$ cat config.mk
export PLATFORM = sky130hd
export DESIGN_NAME = tri_scan_flat
export DESIGN_NICKNAME = d
export VERILOG_FILES = /design/src/rtl/raster_pkg.sv /design/src/rtl/tri_scan_if.sv /design/src/rtl/bbox_calc.sv /design/src/rtl/tri_scan.sv /design/src/flat_wrapper.sv
export SDC_FILE = /design/constraint.sdc
export NUM_CORES = 1
export LEC_CHECK = 0
export ABC_AREA = 1
export BUFFER_PORTS_ARGS = -buffer_cell sky130_fd_sc_hd__buf_2
export CAP_MARGIN = 30
export CELL_PAD_IN_SITES_DETAIL_PLACEMENT = 2
export CELL_PAD_IN_SITES_GLOBAL_PLACEMENT = 2
export CORE_MARGIN = 2
export CORE_UTILIZATION = 33
export DETAILED_ROUTE_END_ITERATION = 10
export PLACE_DENSITY = 0.85
export SYNTH_ARGS = -nofsm -noshare
export SYNTH_HDL_FRONTEND = slang
export SYNTH_SLANG_ARGS = --single-unit
$ cat constraint.sdc
create_clock -name clk -period 8.2 [get_ports clk]
set_clock_uncertainty 0.15 [all_clocks]
set_input_delay 1.64 -clock clk [delete_from_list [all_inputs] [get_ports clk]]
set_output_delay 1.64 -clock clk [all_outputs]
set_load 0.02 [all_outputs]
$ cat src/rtl/raster_pkg.sv
// Shared types and screen constants for the triangle raster front end.
// Coordinates are plain unsigned W-bit values.
package raster_pkg;

  localparam int W     = 12;
  localparam int SCR_W = 640;
  localparam int SCR_H = 480;
  localparam int CW    = 24;

  typedef logic [W-1:0] coord_t;

  typedef enum logic [2:0] {
    ST_IDLE = 3'd0,
    ST_BBOX = 3'd1,
    ST_SCAN = 3'd2,
    ST_EMIT = 3'd3,
    ST_DONE = 3'd4
  } state_e;

endpackage

$ cat src/rtl/tri_scan_if.sv
// Bundle between tri_scan and its neighbours: triangle input, tester probe
// link, covered-pixel stream and status.
interface tri_scan_if #(
    parameter int CW = raster_pkg::CW
);
    import raster_pkg::*;

    // Both streams are valid/ready: a transfer happens on a rising edge where
    // valid and ready are both high; payload is stable while valid waits.
    logic          tri_valid;
    logic          tri_ready;
    coord_t        ax, ay, bx, by, cx, cy;

    coord_t        v_ax, v_ay, v_bx, v_by, v_cx, v_cy;
    coord_t        probe_x, probe_y;
    logic          probe_in;

    logic          pix_valid;
    logic          pix_ready;
    coord_t        pix_x, pix_y;

    logic          busy;
    logic          done;
    logic [CW-1:0] pix_count;
    logic [2:0]    dbgState;

    modport slave (
        input  tri_valid, ax, ay, bx, by, cx, cy, probe_in, pix_ready,
        output tri_ready, v_ax, v_ay, v_bx, v_by, v_cx, v_cy,
               probe_x, probe_y, pix_valid, pix_x, pix_y,
               busy, done, pix_count, dbgState
    );

    modport master (
        output tri_valid, ax, ay, bx, by, cx, cy, probe_in, pix_ready,
        input  tri_ready, v_ax, v_ay, v_bx, v_by, v_cx, v_cy,
               probe_x, probe_y, pix_valid, pix_x, pix_y,
               busy, done, pix_count, dbgState
    );

endinterface

$ cat src/rtl/bbox_calc.sv
// Min/max of three coordinates along one axis, with the max clamped to the
// last on-screen value and a flag when the whole span lies off screen.
module bbox_calc
    import raster_pkg::*;
#(
    parameter int LIMIT = raster_pkg::SCR_W
) (
    input  coord_t a,
    input  coord_t b,
    input  coord_t c,
    output coord_t lo,
    output coord_t hi,
    output logic   off
);

    localparam coord_t EDGE = coord_t'(LIMIT - 1);

    coord_t maxV;

    always_comb begin
        lo = a;
        if (b < lo) lo = b;
        if (c < lo) lo = c;
        maxV = a;
        if (b > maxV) maxV = b;
        if (c > maxV) maxV = c;
        hi  = (maxV > EDGE) ? EDGE : maxV;
        off = (lo > EDGE);
    end

endmodule

$ cat src/rtl/tri_scan.sv
// Bounding-box scan controller: accepts a triangle, walks its clamped box in
// raster order through the external tester and streams the covered pixels.
module tri_scan #(
    parameter int SCR_W = raster_pkg::SCR_W,
    parameter int SCR_H = raster_pkg::SCR_H,
    parameter int CW    = raster_pkg::CW
) (
    input logic       clk,
    input logic       rst,
    tri_scan_if.slave bus
);
    import raster_pkg::*;

    localparam logic [2:0] IDLE = ST_IDLE;
    localparam logic [2:0] BBOX = ST_BBOX;
    localparam logic [2:0] SCAN = ST_SCAN;
    localparam logic [2:0] EMIT = ST_EMIT;
    localparam logic [2:0] DONE = ST_DONE;

    logic [2:0]    state;
    coord_t        vAx, vAy, vBx, vBy, vCx, vCy;
    coord_t        xMin, xMax, yMin, yMax;
    coord_t        probeX, probeY;
    coord_t        pixX, pixY;
    logic [CW-1:0] pixCount;

    coord_t        bxLo, bxHi, byLo, byHi;
    logic          bxOff, byOff;

    bbox_calc #(.LIMIT(SCR_W)) u_bboxX (
        .a(vAx), .b(vBx), .c(vCx), .lo(bxLo), .hi(bxHi), .off(bxOff)
    );

    bbox_calc #(.LIMIT(SCR_H)) u_bboxY (
        .a(vAy), .b(vBy), .c(vCy), .lo(byLo), .hi(byHi), .off(byOff)
    );

    // Raster step shared by SCAN (miss) and EMIT (after handshake).
    logic   lastCol, lastPt;
    coord_t nextX, nextY;

    always_comb begin
        lastCol = (probeX >= xMax);
        lastPt  = lastCol && (probeY >= yMax);
        nextX   = lastCol ? xMin : probeX + coord_t'(1);
        nextY   = lastCol ? probeY + coord_t'(1) : probeY;
    end

    always_ff @(posedge clk) begin
        if (rst) begin
            state    <= IDLE;
            vAx      <= '0;
            vAy      <= '0;
            vBx      <= '0;
            vBy      <= '0;
            vCx      <= '0;
            vCy      <= '0;
            xMin     <= '0;
            xMax     <= '0;
            yMin     <= '0;
            yMax     <= '0;
            probeX   <= '0;
            probeY   <= '0;
            pixX     <= '0;
            pixY     <= '0;
            pixCount <= '0;
        end else begin
            case (state)
                IDLE: begin
                    if (bus.tri_valid) begin
                        vAx      <= bus.ax;
                        vAy      <= bus.ay;
                        vBx      <= bus.bx;
                        vBy      <= bus.by;
                        vCx      <= bus.cx;
                        vCy      <= bus.cy;
                        pixCount <= '0;
                        state    <= BBOX;
                    end
                end
                BBOX: begin
                    xMin <= bxLo;
                    xMax <= bxHi;
                    yMin <= byLo;
                    yMax <= byHi;
                    if (bxOff || byOff) begin
                        state <= DONE;
                    end else begin
                        probeX <= bxLo;
                        probeY <= byLo;
                        state  <= SCAN;
                    end
                end
                SCAN: begin
                    if (bus.probe_in) begin
                        pixX  <= probeX;
                        pixY  <= probeY;
                        state <= EMIT;
                    end else if (lastPt) begin
                        state <= DONE;
                    end else begin
                        probeX <= nextX;
                        probeY <= nextY;
                    end
                end
                EMIT: begin
                    if (bus.pix_ready) begin
                        if (pixCount != '1) pixCount <= pixCount + 1'b1;
                        if (lastPt) begin
                            state <= DONE;
                        end else begin
                            probeX <= nextX;
                            probeY <= nextY;
                            state  <= SCAN;
                        end
                    end
                end
                DONE:    state <= IDLE;
                default: state <= IDLE;
            endcase
        end
    end

    assign bus.tri_ready = (state == IDLE);
    assign bus.busy      = (state != IDLE);
    assign bus.done      = (state == DONE);
    assign bus.pix_valid = (state == EMIT);
    assign bus.pix_x     = pixX;
    assign bus.pix_y     = pixY;
    assign bus.probe_x   = probeX;
    assign bus.probe_y   = probeY;
    assign bus.pix_count = pixCount;
    assign bus.dbgState  = state;
    assign bus.v_ax      = vAx;
    assign bus.v_ay      = vAy;
    assign bus.v_bx      = vBx;
    assign bus.v_by      = vBy;
    assign bus.v_cx      = vCx;
    assign bus.v_cy      = vCy;

endmodule

$ cat src/flat_wrapper.sv
// flat-port wrapper written by rule: the top's interface ports become plain ports
module tri_scan_flat import raster_pkg::*;
#(
    parameter int SCR_W = raster_pkg::SCR_W,
    parameter int SCR_H = raster_pkg::SCR_H,
    parameter int CW    = raster_pkg::CW
)
  (clk, rst, bus_tri_valid, bus_ax, bus_ay, bus_bx, bus_by, bus_cx, bus_cy, bus_probe_in, bus_pix_ready, bus_tri_ready, bus_v_ax, bus_v_ay, bus_v_bx, bus_v_by, bus_v_cx, bus_v_cy, bus_probe_x, bus_probe_y, bus_pix_valid, bus_pix_x, bus_pix_y, bus_busy, bus_done, bus_pix_count, bus_dbgState);
  tri_scan_if #(.CW(CW)) bus_i ();
  input logic clk;
  input logic rst;
  input wire logic [$bits(bus_i.tri_valid)-1:0] bus_tri_valid;
  input wire logic [$bits(bus_i.ax)-1:0] bus_ax;
  input wire logic [$bits(bus_i.ay)-1:0] bus_ay;
  input wire logic [$bits(bus_i.bx)-1:0] bus_bx;
  input wire logic [$bits(bus_i.by)-1:0] bus_by;
  input wire logic [$bits(bus_i.cx)-1:0] bus_cx;
  input wire logic [$bits(bus_i.cy)-1:0] bus_cy;
  input wire logic [$bits(bus_i.probe_in)-1:0] bus_probe_in;
  input wire logic [$bits(bus_i.pix_ready)-1:0] bus_pix_ready;
  output wire logic [$bits(bus_i.tri_ready)-1:0] bus_tri_ready;
  output wire logic [$bits(bus_i.v_ax)-1:0] bus_v_ax;
  output wire logic [$bits(bus_i.v_ay)-1:0] bus_v_ay;
  output wire logic [$bits(bus_i.v_bx)-1:0] bus_v_bx;
  output wire logic [$bits(bus_i.v_by)-1:0] bus_v_by;
  output wire logic [$bits(bus_i.v_cx)-1:0] bus_v_cx;
  output wire logic [$bits(bus_i.v_cy)-1:0] bus_v_cy;
  output wire logic [$bits(bus_i.probe_x)-1:0] bus_probe_x;
  output wire logic [$bits(bus_i.probe_y)-1:0] bus_probe_y;
  output wire logic [$bits(bus_i.pix_valid)-1:0] bus_pix_valid;
  output wire logic [$bits(bus_i.pix_x)-1:0] bus_pix_x;
  output wire logic [$bits(bus_i.pix_y)-1:0] bus_pix_y;
  output wire logic [$bits(bus_i.busy)-1:0] bus_busy;
  output wire logic [$bits(bus_i.done)-1:0] bus_done;
  output wire logic [$bits(bus_i.pix_count)-1:0] bus_pix_count;
  output wire logic [$bits(bus_i.dbgState)-1:0] bus_dbgState;
  assign bus_i.tri_valid = bus_tri_valid;
  assign bus_i.ax = bus_ax;
  assign bus_i.ay = bus_ay;
  assign bus_i.bx = bus_bx;
  assign bus_i.by = bus_by;
  assign bus_i.cx = bus_cx;
  assign bus_i.cy = bus_cy;
  assign bus_i.probe_in = bus_probe_in;
  assign bus_i.pix_ready = bus_pix_ready;
  assign bus_tri_ready = bus_i.tri_ready;
  assign bus_v_ax = bus_i.v_ax;
  assign bus_v_ay = bus_i.v_ay;
  assign bus_v_bx = bus_i.v_bx;
  assign bus_v_by = bus_i.v_by;
  assign bus_v_cx = bus_i.v_cx;
  assign bus_v_cy = bus_i.v_cy;
  assign bus_probe_x = bus_i.probe_x;
  assign bus_probe_y = bus_i.probe_y;
  assign bus_pix_valid = bus_i.pix_valid;
  assign bus_pix_x = bus_i.pix_x;
  assign bus_pix_y = bus_i.pix_y;
  assign bus_busy = bus_i.busy;
  assign bus_done = bus_i.done;
  assign bus_pix_count = bus_i.pix_count;
  assign bus_dbgState = bus_i.dbgState;
  tri_scan #(.SCR_W(SCR_W), .SCR_H(SCR_H), .CW(CW)) u_core (.clk(clk), .rst(rst), .bus(bus_i));
endmodule
==> summary.txt, run 1 <==
Yosys
  • Mux cell area share after synthesis: 0
  • Synth warnings: 0
  • Commonest cells in the netlist: nand2_1 (299), inv_1 (204), o21ai_0 (192)
  • Cells after Synth: ~1,600
  • Synth async-reset ratio: 0
  • Largest family of logic cells by synthesized area: simple AND/OR/NAND/NOR gates
  • Syn Area/Cell: 6.94 um^2
  • Seq cells post-synth: around 180
  • Synth Area in Compound Gates: 0.220
  • Syn_nets: between 1,500 and 2,000
  • Synth top area share: 0.331
  • Synth cell types: 45
  • Most common flop cell mapped by yosys: dfxtp_1
  • Sequential area share after synthesis: 0.331
  • Synth Area in Adders: 0.110
  • XOR/XNOR Fraction of Synth Area: 0.0135
  • Post-synth design cell area: between 0.01 and 0.015 mm^2
  • Post-Synth Simple-Gate Area: 0.221
  • Number of flops mapped to enable cells by yosys: 0
  • Most common cell in the netlist: nand2_1
  • Post-synthesis cell type with the largest combined area: dfxtp_1
  • Synth area leaders: dfxtp_1 (33%), ha_1 (11%), nand2_1 (10%), o21ai_0 (8.7%), a21oi_1 (7.4%)

Layout
  • Final nets: about 2,000
  • Finished Layout Cells: ~2,200
  • Share of cells above drive strength 1: 0.172
  • Area Overhead vs Synth: 18.4%

Hold path
  • Worst hold path class: register to register

Timing
  • Fin. Hold Viols: 0
  • Worst slew margin: 0.283
  • Unrepaired setup endpoints after global routing: false
  • Max Clk Rate: between 150 and 200 MHz
  • Final setup fails: 0
  • Fin Setup TNS: 0 ps
  • Period utilisation layout: 0.658
  • Slew Viols, Final: 0
  • Slew at the pin with the worst max-slew slack: 1070 ps
  • Clock period minus worst slack: 5400 ps

Worst setup path
  • FF-to-FF setup slack: 2800 ps
  • Setup crit start: u_core.bus.v_ax[11]
  • Critical path class: register to register
  • CP endpoint kind: register
  • Crit path to: u_core.bus.probe_y[11]
  • Reg2reg end: u_core.bus.probe_y[11]
  • Critical Path Fanout Max: between 40 and 50
  • CP required: around 8500 ps
  • Worst reg2reg startpoint: u_core.bus.v_ax[11]
  • WP data arrival: around 5700 ps
  • Worst setup SP type: register
  • Depth of the most critical reg-to-reg path: 24

Clock tree
  • CTS tree: done
  • Post-CTS resize count: 0
  • Max Root-Sink Buffers: 2
  • H-Tree Depth: 4
  • Clk Latency, worst-skew pair: 480 ps
  • Clk sinks: approximately 180
  • Clk root buf: clkbuf_16
  • Clk pin slew, worst setup/hold paths: 80 ps
  • Hold Buf Count CTS: 0
  • CTS Buf Count: 17
  • Total setup buffers inserted after CTS: 0

GRT
  • Total grt overflow: 0
  • Initial antenna violation count: 5
  • Number of global-route vias before repair: ~13,000
  • GRT Total Usage: 0.256
  • First-pass GRT wire length: about 70 mm
  • Largest net degree at the start of global routing: 93

Route
  • Post-Route WL: between 40 and 50 mm
  • Post-route ant nets: 0
  • Drt pass-1 iters: 4
  • Total vias in the final route: ~12,000
  • Drt first-iter violations: about 480
  • DR vias/cell: 5.33
  • DRC viols: 0
  • Wirelength per Cell: approximately 20 um

Power
  • Lkg Pwr: 6.29 nW
  • Worst VDD drop: roughly 0.20 mV
  • Pwr dens: approximately 500 mW/mm^2
  • Pwr Total: approximately 6.5 mW

Place
  • DP HPWL: around 33 mm
  • GPL Wtd Cong: 0.811
  • Port Buffers: about 230
  • Dpl cells: 2,197

Die
  • Initial Util: 0.332
  • Row cnt: 67
  • Die Ht: between 150 and 200 um
  • Die Area: 0.0350 mm^2
  • Core area: about 0.033 mm^2
  • Top Ports: 228
  • DIE WIDTH: between 150 and 200 um

Run status
  • Status: completed

Run
  • Max Cap Viol: 0
sequential cells by signal (all words and copies together), names as in the netlist:
| signal | flops |
|---|---|
| u_core.xMax | 12 |
| u_core.xMin | 12 |
| u_core.bus.dbgState | 3 |
| u_core.bus.v_ax | 12 |
| u_core.bus.pix_x | 12 |
| u_core.bus.probe_y | 12 |
| u_core.yMax | 12 |
| u_core.bus.v_by | 12 |
| u_core.bus.v_cy | 12 |
| u_core.bus.v_bx | 12 |
| u_core.bus.probe_x | 12 |
| u_core.bus.pix_y | 12 |
| u_core.bus.pix_count | 24 |
| u_core.bus.v_ay | 12 |
| u_core.bus.v_cx | 12 |
layer usage:
metal	routed length (um)	track usage	up-vias
met5	22	0	-
met1	20300	0.328	5845
li1	-	-	5706
met3	2010	0.0567	75
met4	1200	0.0925	4
met2	20300	0.423	270
cell usage in the layout, fill, tap and decap left out, types with 21 or more instances in the layout:
master   synthesis  final
a21oi_1        163    163
a31oi_1         24     24
buf_2           14    227
dfxtp_1        183    183
ha_1            97     97
inv_1          204    203
nand2_1        299    298
nand3_1         70     70
nand4_1         38     38
nor2_1         103    100
nor3_1          22     21
o21ai_0        192    192
how the worst min path moves through the flow:
| stage | from | end | slack, ps | cells after the start |
|---|---|---|---|---|
| floorplan | u_core.xMax[10] | u_core.xMax[10] | 290 | 2 |
| global placement | u_core.bus.pix_count[4] | u_core.bus.pix_count[4] | 290 | 2 |
| detailed placement | u_core.xMax[11] | u_core.xMax[11] | 300 | 2 |
| CTS | u_core.xMax[11] | u_core.xMax[11] | 320 | 2 |
| global route | u_core.xMax[10] | u_core.xMax[10] | 340 | 2 |
| finish | u_core.yMax[9] | u_core.yMax[9] | 320 | 2 |
cell families (layout without fill, tap and decap cells):
kind of cell / after synthesis / count (layout)
buf+inv: 291 / 479
flops: 183 / 183
xor+xnor: 17 / 17
simple gates: 562 / 562
fa+ha+maj: 97 / 97
other cells: 0 / 3
compound gates: 443 / 443
worst max-delay path: stages, from the launching register on:
cell,delay [ps]
dfxtp_1,340
inv_1,100
ha_1,330
nand2_2,100
inv_2,40
nand2_2,80
inv_1,50
nand2_1,120
nand3_4,240
o21ai_0,470
ha_1,350
nand2_1,100
o21bai_1,110
a21oi_1,100
a2111oi_2,350
nand2_2,340
o21ai_0,460
nand2_1,100
nand2_1,120
nand3_2,120
nand2_2,660
nand3_1,230
nand2_1,130
nand2_1,50
nor2_1,100
stage by stage:
stage | setup WS [ps] | hold slack [ps] | cell area, um^2 | utilization
after detailed placement | 2850 | 302 | 12500 | 0.375
after global placement | 3120 | 292 | 12500 | 0.375
after CTS | 2800 | 317 | 13100 | 0.393
after floorplan | 3990 | 286 | 11100 | -
final | 2800 | 315 | 13100 | 0.393
after global routing | 2160 | 336 | 13100 | 0.393
power breakdown:
| part | internal, mW | switching, mW | leakage (nW) |
|---|---|---|---|
| clock network | 0.414 | 0.459 | 0.287 |
| logic | 1.29 | 3.04 | 4.50 |
| registers | 1.10 | 0.251 | 1.50 |
area by class of cell:
class	instances	area, um^2
diodes	3	7.51
clock buffers	17	425
clock inverters	15	176
fillers	4093	20200
inverters	211	793
multi-input cells	1119	6260
flip-flops and latches	183	3660
well taps	448	561
repair buffers	236	1200
Power figures use the tool's default switching activity.
==> inputs of run 2 (changes only) <==
- ABC_AREA: 1 -> 0
- CORE_UTILIZATION: 33 -> 32
- PLACE_DENSITY: 0.85 -> 0.79
- clock period: 8.2 -> 5.3 ns (I/O delays scaled with it)
==> run 2 against run 1 <==
  * Die area rose by 2.0%
  * Synthesized area fell by 1.0%
  * Via count fell by 5.2%
  * Largest power group unchanged
  * Highest routed layer unchanged
  * Hold slack got worse by 14 ps
  * Critical path type unchanged
==> summary.txt, run 2 <==
Route
  • Wirelength per Cell: 21.0 um (+6.9%)
  • DRC viols: 0 (unchanged)
  • Total vias in the final route: 11,300 (-5.2%)
  • Post-Route WL: 43.6 mm (-0.55%)
  • Drt first-iter violations: 623 (+30%)
  • Drt pass-1 iters: 5 (+1)
  • DR vias/cell: 5.43 (+1.9%)
  • Post-route ant nets: 0 (unchanged)

Layout
  • Area Overhead vs Synth: 21.4%
  • Final Core Density: 0.395 (+0.00184)
  • Design area: 0.0133 mm^2 (+1.5%)
  • Commonest non-fill, non-tap cell in the layout: nand2_1
  • Final nets: 1,789 (-7.9%)
  • Share of cells above drive strength 1: 0.204 (+0.0316)
  • Max FFs per register: 24 (unchanged)
  • Commonest non-fill, non-tap cells in the layout: nand2_1 (286), buf_2 (226), dfxtp_1 (183), a21oi_1 (175), ha_1 (97)
  • Finished Layout Cells: 2,077 (-6.9%)

Hold path
  • Worst hold path class: register to register
  • Hold path depth: 2 (unchanged)

GRT
  • Total grt overflow: 0 (unchanged)
  • First-pass GRT wire length: 69.2 mm (-3.1%)
  • Number of global-route vias before repair: 12,200 (-5.5%)
  • Initial antenna violation count: 4 (-1)
  • GRT Total Usage: 0.246 (-0.0105)
  • Largest net degree at the start of global routing: 73 (-22%)

Yosys
  • Most common flop cell mapped by yosys: dfxtp_1
  • Synth top area share: 0.335 (+0.00337)
  • Synth Area in Compound Gates: 0.213 (-0.00634)
  • Commonest cells in the netlist: nand2_1 (288), dfxtp_1 (183), a21oi_1 (176)
  • Sequential area share after synthesis: 0.335 (+0.00337)
  • Post-Synth Simple-Gate Area: 0.212 (-0.00906)
  • Number of flops mapped to enable cells by yosys: 0 (unchanged)
  • Post-synthesis cell type with the largest combined area: dfxtp_1
  • Largest family of logic cells by synthesized area: compound AO/OA/AOI/OAI gates
  • Synth warnings: 0 (unchanged)
  • Post-synth design cell area: 0.0109 mm^2 (-1.0%)
  • Most common cell in the netlist: nand2_1
  • Synth cell types: 64 (+42%)
  • Cells after Synth: 1,411 (-11%)
  • Syn_nets: 1,585 (-10%)
  • XOR/XNOR Fraction of Synth Area: 0.0240 (+0.0105)
  • Synth area leaders: dfxtp_1 (33%), ha_1 (11%), nand2_1 (9.9%), a21oi_1 (8.0%), mux2i_1 (3.8%)
  • Mux cell area share after synthesis: 0.0497 (+0.0497)
  • Syn Area/Cell: 7.76 um^2 (+12%)
  • Synth Area in Adders: 0.111 (+0.00112)
  • Seq cells post-synth: 183 (unchanged)
  • Synth async-reset ratio: 0 (unchanged)

Die
  • Core area: 0.0336 mm^2 (+1.0%)
  • Die Ht: 189 um (+1.0%)
  • Die Area: 0.0357 mm^2 (+2.0%)
  • DIE WIDTH: 189 um (+1.0%)
  • Row cnt: 67 (unchanged)
  • Initial Util: 0.326 (-0.00663)
  • Top Ports: 228 (unchanged)

Run status
  • Status: completed

Timing
  • Final setup fails: 0 (unchanged)
  • Fin Setup TNS: 0 ps (unchanged)
  • Clock period minus worst slack: 4950 ps (-446 ps)
  • Fin. Hold Viols: 0 (unchanged)
  • Worst slew margin: 0.414 (+0.132)
  • Max Clk Rate: 202 MHz (+9.0%)
  • Slew Viols, Final: 0 (unchanged)
  • Period utilisation layout: 0.935 (+0.276)
  • Slew at the pin with the worst max-slew slack: 879 ps (-195 ps)

Worst setup path
  • WP data arrival: 5190 ps (-480 ps)
  • CP top delay family: compound AO/OA/AOI/OAI gates
  • Critical Path Fanout Max: 18 (-62%)
  • CP max stage delay: 550 ps (-110 ps)
  • Critical path class: register to register
  • Worst setup SP type: register
  • CP max stage cell: a2111oi_1
  • CP endpoint kind: register
  • WP buf/inv: 4 (+1)
  • Depth of the most critical reg-to-reg path: 18 (-25%)
  • Crit. path cell count: 18 (-25%)
  • CP cell instances: inv_1 > ha_1 > nand4_1 > nor2_1 > o2bb2ai_1 > and3_2 > buf_4 > mux2i_1 > ha_1 > nand4_1 > inv_1 > a221oi_2 > o211ai_1 > buf_4 > and2_1 > a2111oi_1 > nand3_1 > o31ai_1
  • CP required: 5530 ps (-2940 ps)

Clock tree
  • CTS tree: done
  • Clk root buf: clkbuf_16
  • Max Root-Sink Buffers: 2 (unchanged)
  • CTS Buf Count: 17 (unchanged)
  • Clk sinks: 183 (unchanged)
  • Clk pin slew, worst setup/hold paths: 70 ps (about the same)
  • Clk Latency, worst-skew pair: 470 ps (about the same)
  • H-Tree Depth: 4 (unchanged)

Run
  • Max Cap Viol: 0 (unchanged)

Power
  • Worst VDD drop: 0.462 mV (+130%)
  • Pwr dens: 707 mW/mm^2 (+41%)
  • Lkg Pwr: 5.73 nW (-8.8%)
  • Pwr Total: 9.39 mW (+43%)

Place
  • Port Buffers: 227 (unchanged)
  • GPL Wtd Cong: 0.898 (+11%)
  • DP HPWL: 32.5 mm (-1.5%)
  • Placed Area: 0.0126 mm^2 (+1.1%)
  • Dpl cells: 2,041 (-7.1%)
==> run 2: metrics by stage <==
| step | hold slack (ps) | worst slack, ps |
|---|---|---|
| 2_1_floorplan | 278 | 525 |
| 3_3_place_gp | 289 | 169 |
| 3_5_place_dp | 294 | -157 |
| 4_1_cts | 305 | 24.0 |
| 5_1_grt | 325 | -7.25 |
| 6_report | 301 | 347 |
==> run 2: repair_timing <==
item	in CTS	in global routing
hold buffers	0	0
resized for setup	2	13
setup buffers	0	3
pin swaps	0	1
setup endpoints to repair	15	37
endpoints found under the hold margin	0	0
==> run 2: path summary, 6_finish.rpt <==
check / slack (ps) / start / end
setup / recovery: 350 / u_core.bus.v_ax[7] / u_core.bus.probe_x[5]
hold / removal: 300 / u_core.xMax[10] / u_core.xMax[10]
setup reg to reg: 350 / u_core.bus.v_ax[7] / u_core.bus.probe_x[5]
hold reg to reg: 300 / u_core.xMax[10] / u_core.xMax[10]
==> run 2: final cells by class <==
cell class              count  area (um^2)
diodes                      1         2.50
clock buffers              19          443
clock inverters            13          143
fillers                  3938        20300
inverters                  76          285
multi-input cells        1070         6740
flip-flops and latches    183         3660
well taps                 448          561
repair buffers            267         1450
==> run 2: report_power, final <==
group | switching [mW] | total [mW] | internal, mW
Combinational | 3.86 | 5.97 | 2.11
Sequential | 0.431 | 2.10 | 1.67
Clock | 0.610 | 1.32 | 0.712
Total | 4.90 | 9.39 | 4.49
==> run 2: metal layers <==
metal / global-route usage / routed length, um / vias up / part of all wire
met5: 0 / 36 / - / 0.00083
met1: 0.335 / 21100 / 5581 / 0.48
li1: - / - / 5403 / -
met3: 0.0530 / 2190 / 48 / 0.050
met4: 0.0655 / 716 / 6 / 0.016
met2: 0.391 / 19600 / 245 / 0.45
==> run 2: logic make-up (layout without fill, tap and decap cells) <==
logic type / after synthesis / after routing
buffers and inverters: 158 / 375
other: 0 / 1
flip-flops: 183 / 183
AO/OA/AOI/OAI: 370 / 370
adder cells (fa/ha/maj): 97 / 97
AND/OR/NAND/NOR: 520 / 520
multiplexers: 53 / 53
XOR/XNOR: 30 / 30
==> run 2: tightest hold or removal path, stage by stage (launching register included) <==
cell and delay (ps):
dfxtp_1 300, inv_1 60, nor3_1 50
==> inputs of run 3 (changes only) <==
- BUFFER_PORTS_ARGS: -buffer_cell sky130_fd_sc_hd__buf_2 -> -buffer_cell sky130_fd_sc_hd__clkbuf_2
==> run 3 against run 2 <==
  * Count of clock-buffer cells in the layout fell by 2
  * Clock power about the same
  * Die area unchanged
  * Sequential power about the same
  * Routed wire length is 0.18% higher
  * Fmax is 0.92% lower
  * Register-to-register slack lost 50 ps
  * Combinational power is essentially flat
  * Non-clock buffer count down 9
  * Setup slack got worse by 46 ps
  * Via count increased by 0.15%
  * Global-route usage is essentially flat
  * Largest power group unchanged
==> summary.txt, run 3 (synthesis gave the netlist of run 2 again) <==
Die
  • Core area: 0.0336 mm^2 (unchanged)
  • Die Ht: 189 um (unchanged)
  • Initial Util: 0.326 (unchanged)
  • Die Area: 0.0357 mm^2 (unchanged)
  • Top Ports: 228 (unchanged)
  • Row cnt: 67 (unchanged)
  • DIE WIDTH: 189 um (unchanged)

GRT
  • Total grt overflow: 0 (unchanged)
  • Largest net degree at the start of global routing: 88 (+21%)
  • GRT Total Usage: 0.246 (about the same)
  • Initial antenna violation count: 1 (-3)
  • Number of global-route vias before repair: 11,900 (-2.0%)
  • First-pass GRT wire length: 69.4 mm (+0.25%)

Worst setup path
  • WP data arrival: 5150 ps (-40 ps)
  • Critical Path Fanout Max: 16 (-2)
  • Critical path class: register to register
  • CP endpoint kind: register
  • Worst setup SP type: register
  • CP required: 5450 ps (-80 ps)
  • FF-to-FF setup slack: 300 ps (-50 ps)

Place
  • GPL Wtd Cong: 0.885 (-1.5%)
  • DP HPWL: 32.6 mm (+0.31%)
  • Port Buffers: 227 (unchanged)
  • Worst slack, placed: -65.2 ps (+91.4 ps)

Clock tree
  • H-Tree Depth: 4 (unchanged)
  • Clk Latency, worst-skew pair: 470 ps (about the same)
  • Clk pin slew, worst setup/hold paths: 70 ps (about the same)
  • Clk sinks: 183 (unchanged)
  • CTS tree: done
  • Max Root-Sink Buffers: 2 (unchanged)
  • Total setup buffers inserted after CTS: 0 (unchanged)
  • CTS Buf Count: 17 (unchanged)
  • Clk root buf: clkbuf_16

Run
  • Max Cap Viol: 0 (unchanged)

Power
  • Pwr Total: 9.43 mW (+0.41%)
  • Lkg Pwr: 5.59 nW (-2.5%)
  • Worst VDD drop: 0.400 mV (-13%)
  • Pwr dens: 713 mW/mm^2 (+0.80%)

Timing
  • Fin. Hold Viols: 0 (unchanged)
  • Clock period minus worst slack: 5000 ps (+46.1 ps)
  • Slew at the pin with the worst max-slew slack: 1000 ps (+121 ps)
  • Final WS setup: 301 ps (-46.1 ps)
  • Worst slew margin: 0.333 (-0.0810)
  • Period utilisation layout: 0.943 (+0.00870)
  • Worst Hold Slack: 309 ps (+8.20 ps)
  • Max Clk Rate: 200 MHz (-0.92%)
  • Slew Viols, Final: 0 (unchanged)
  • Final setup fails: 0 (unchanged)

Layout
  • ANT cells: 0 (-1)
  • Share of cells above drive strength 1: 0.203 (-0.00134)
  • Commonest non-fill, non-tap cell in the layout: nand2_1
  • Area Overhead vs Synth: 20.9%
  • Final nets: 1,780 (-0.50%)
  • Final Core Density: 0.394 (-0.00153)
  • Fillers: 3,902 (-0.91%)
  • Max FFs per register: 24 (unchanged)
  • Commonest non-fill, non-tap cells in the layout: nand2_1 (286), clkbuf_2 (226), dfxtp_1 (183), a21oi_1 (174), ha_1 (97)

Run status
  • Status: completed

Route
  • Drt pass-1 iters: 5 (unchanged)
  • Total vias in the final route: 11,300 (+0.15%)
  • Post-route ant nets: 0 (unchanged)
  • Drt first-iter violations: 559 (-10%)
  • DR vias/cell: 5.47 (+0.64%)
  • Post-Route WL: 43.7 mm (+0.18%)
  • DRC viols: 0 (unchanged)
  • Wirelength per Cell: 21.1 um (+0.66%)

Hold path
  • Worst hold path class: register to register
## run 3: final timing paths
kind                  startpoint                   to  cells after the start
max          u_core.bus.v_ax[11]       u_core.xMin[9]                     18
max reg2reg  u_core.bus.v_ax[11]       u_core.xMin[9]                     18
min          u_core.bus.pix_x[5]  u_core.bus.pix_x[5]                      2
min reg2reg  u_core.bus.pix_x[5]  u_core.bus.pix_x[5]                      2
## run 3: layout make-up
cell class / count / area, um^2 / area share
Clock buffer: 17 / 425 / 0.0321
Clock inverter: 15 / 175 / 0.0132
Inverter: 76 / 285 / 0.0216
Multi-Input combinational cell: 1070 / 6760 / 0.510
Sequential cell: 183 / 3660 / 0.277
Tap cell: 448 / 561 / 0.0423
Timing Repair Buffer: 258 / 1370 / 0.104
## run 3: worst max-delay path: stages, from the launching register on
cell and delay (ps):
dfxtp_1 440, inv_1 110, ha_1 310, nand4_1 140, nor2_1 70, o2bb2ai_1 300, and3_2 370, buf_4 210
mux2i_1 410, ha_1 270, a21oi_1 80, a2111o_1 470, nand2_1 110, buf_4 200, and2_1 510, buf_4 320
nand2_1 80, o211ai_1 180, a21oi_1 110
## run 3: through the flow
stage / std cells / area, um^2 / TNS [ps]
after floorplan: 1411 / 10900 / 0
after global placement: 2035 / 12600 / 0
after detailed placement: 2035 / 12600 / -580
after CTS: 2067 / 13200 / 0
after global routing: 2067 / 13200 / -0.834
final: 2067 / 13200 / 0
## run 3: timing repair
action                     in CTS  in global routing
gates resized for setup         4                 16
cloned                          0                  0
hold endpoints to repair        0                  0
setup endpoints to repair      18                 38
hold buffers                    0                  0
## run 3: power by group
group	switching, mW	internal (mW)	total (mW)
Combinational	3.90	2.06	5.96
Sequential	0.456	1.67	2.12
Clock	0.669	0.680	1.35
Total	5.03	4.41	9.43
## run 3: routing by layer
| layer | part of all wire | wire length (um) | global-route usage |
|---|---|---|---|
| met1 | 0.48 | 21100 | 0.339 |
| met3 | 0.045 | 1950 | 0.0480 |
| met5 | 0.00030 | 13 | 0 |
| met2 | 0.46 | 20000 | 0.394 |
| met4 | 0.014 | 595 | 0.0589 |
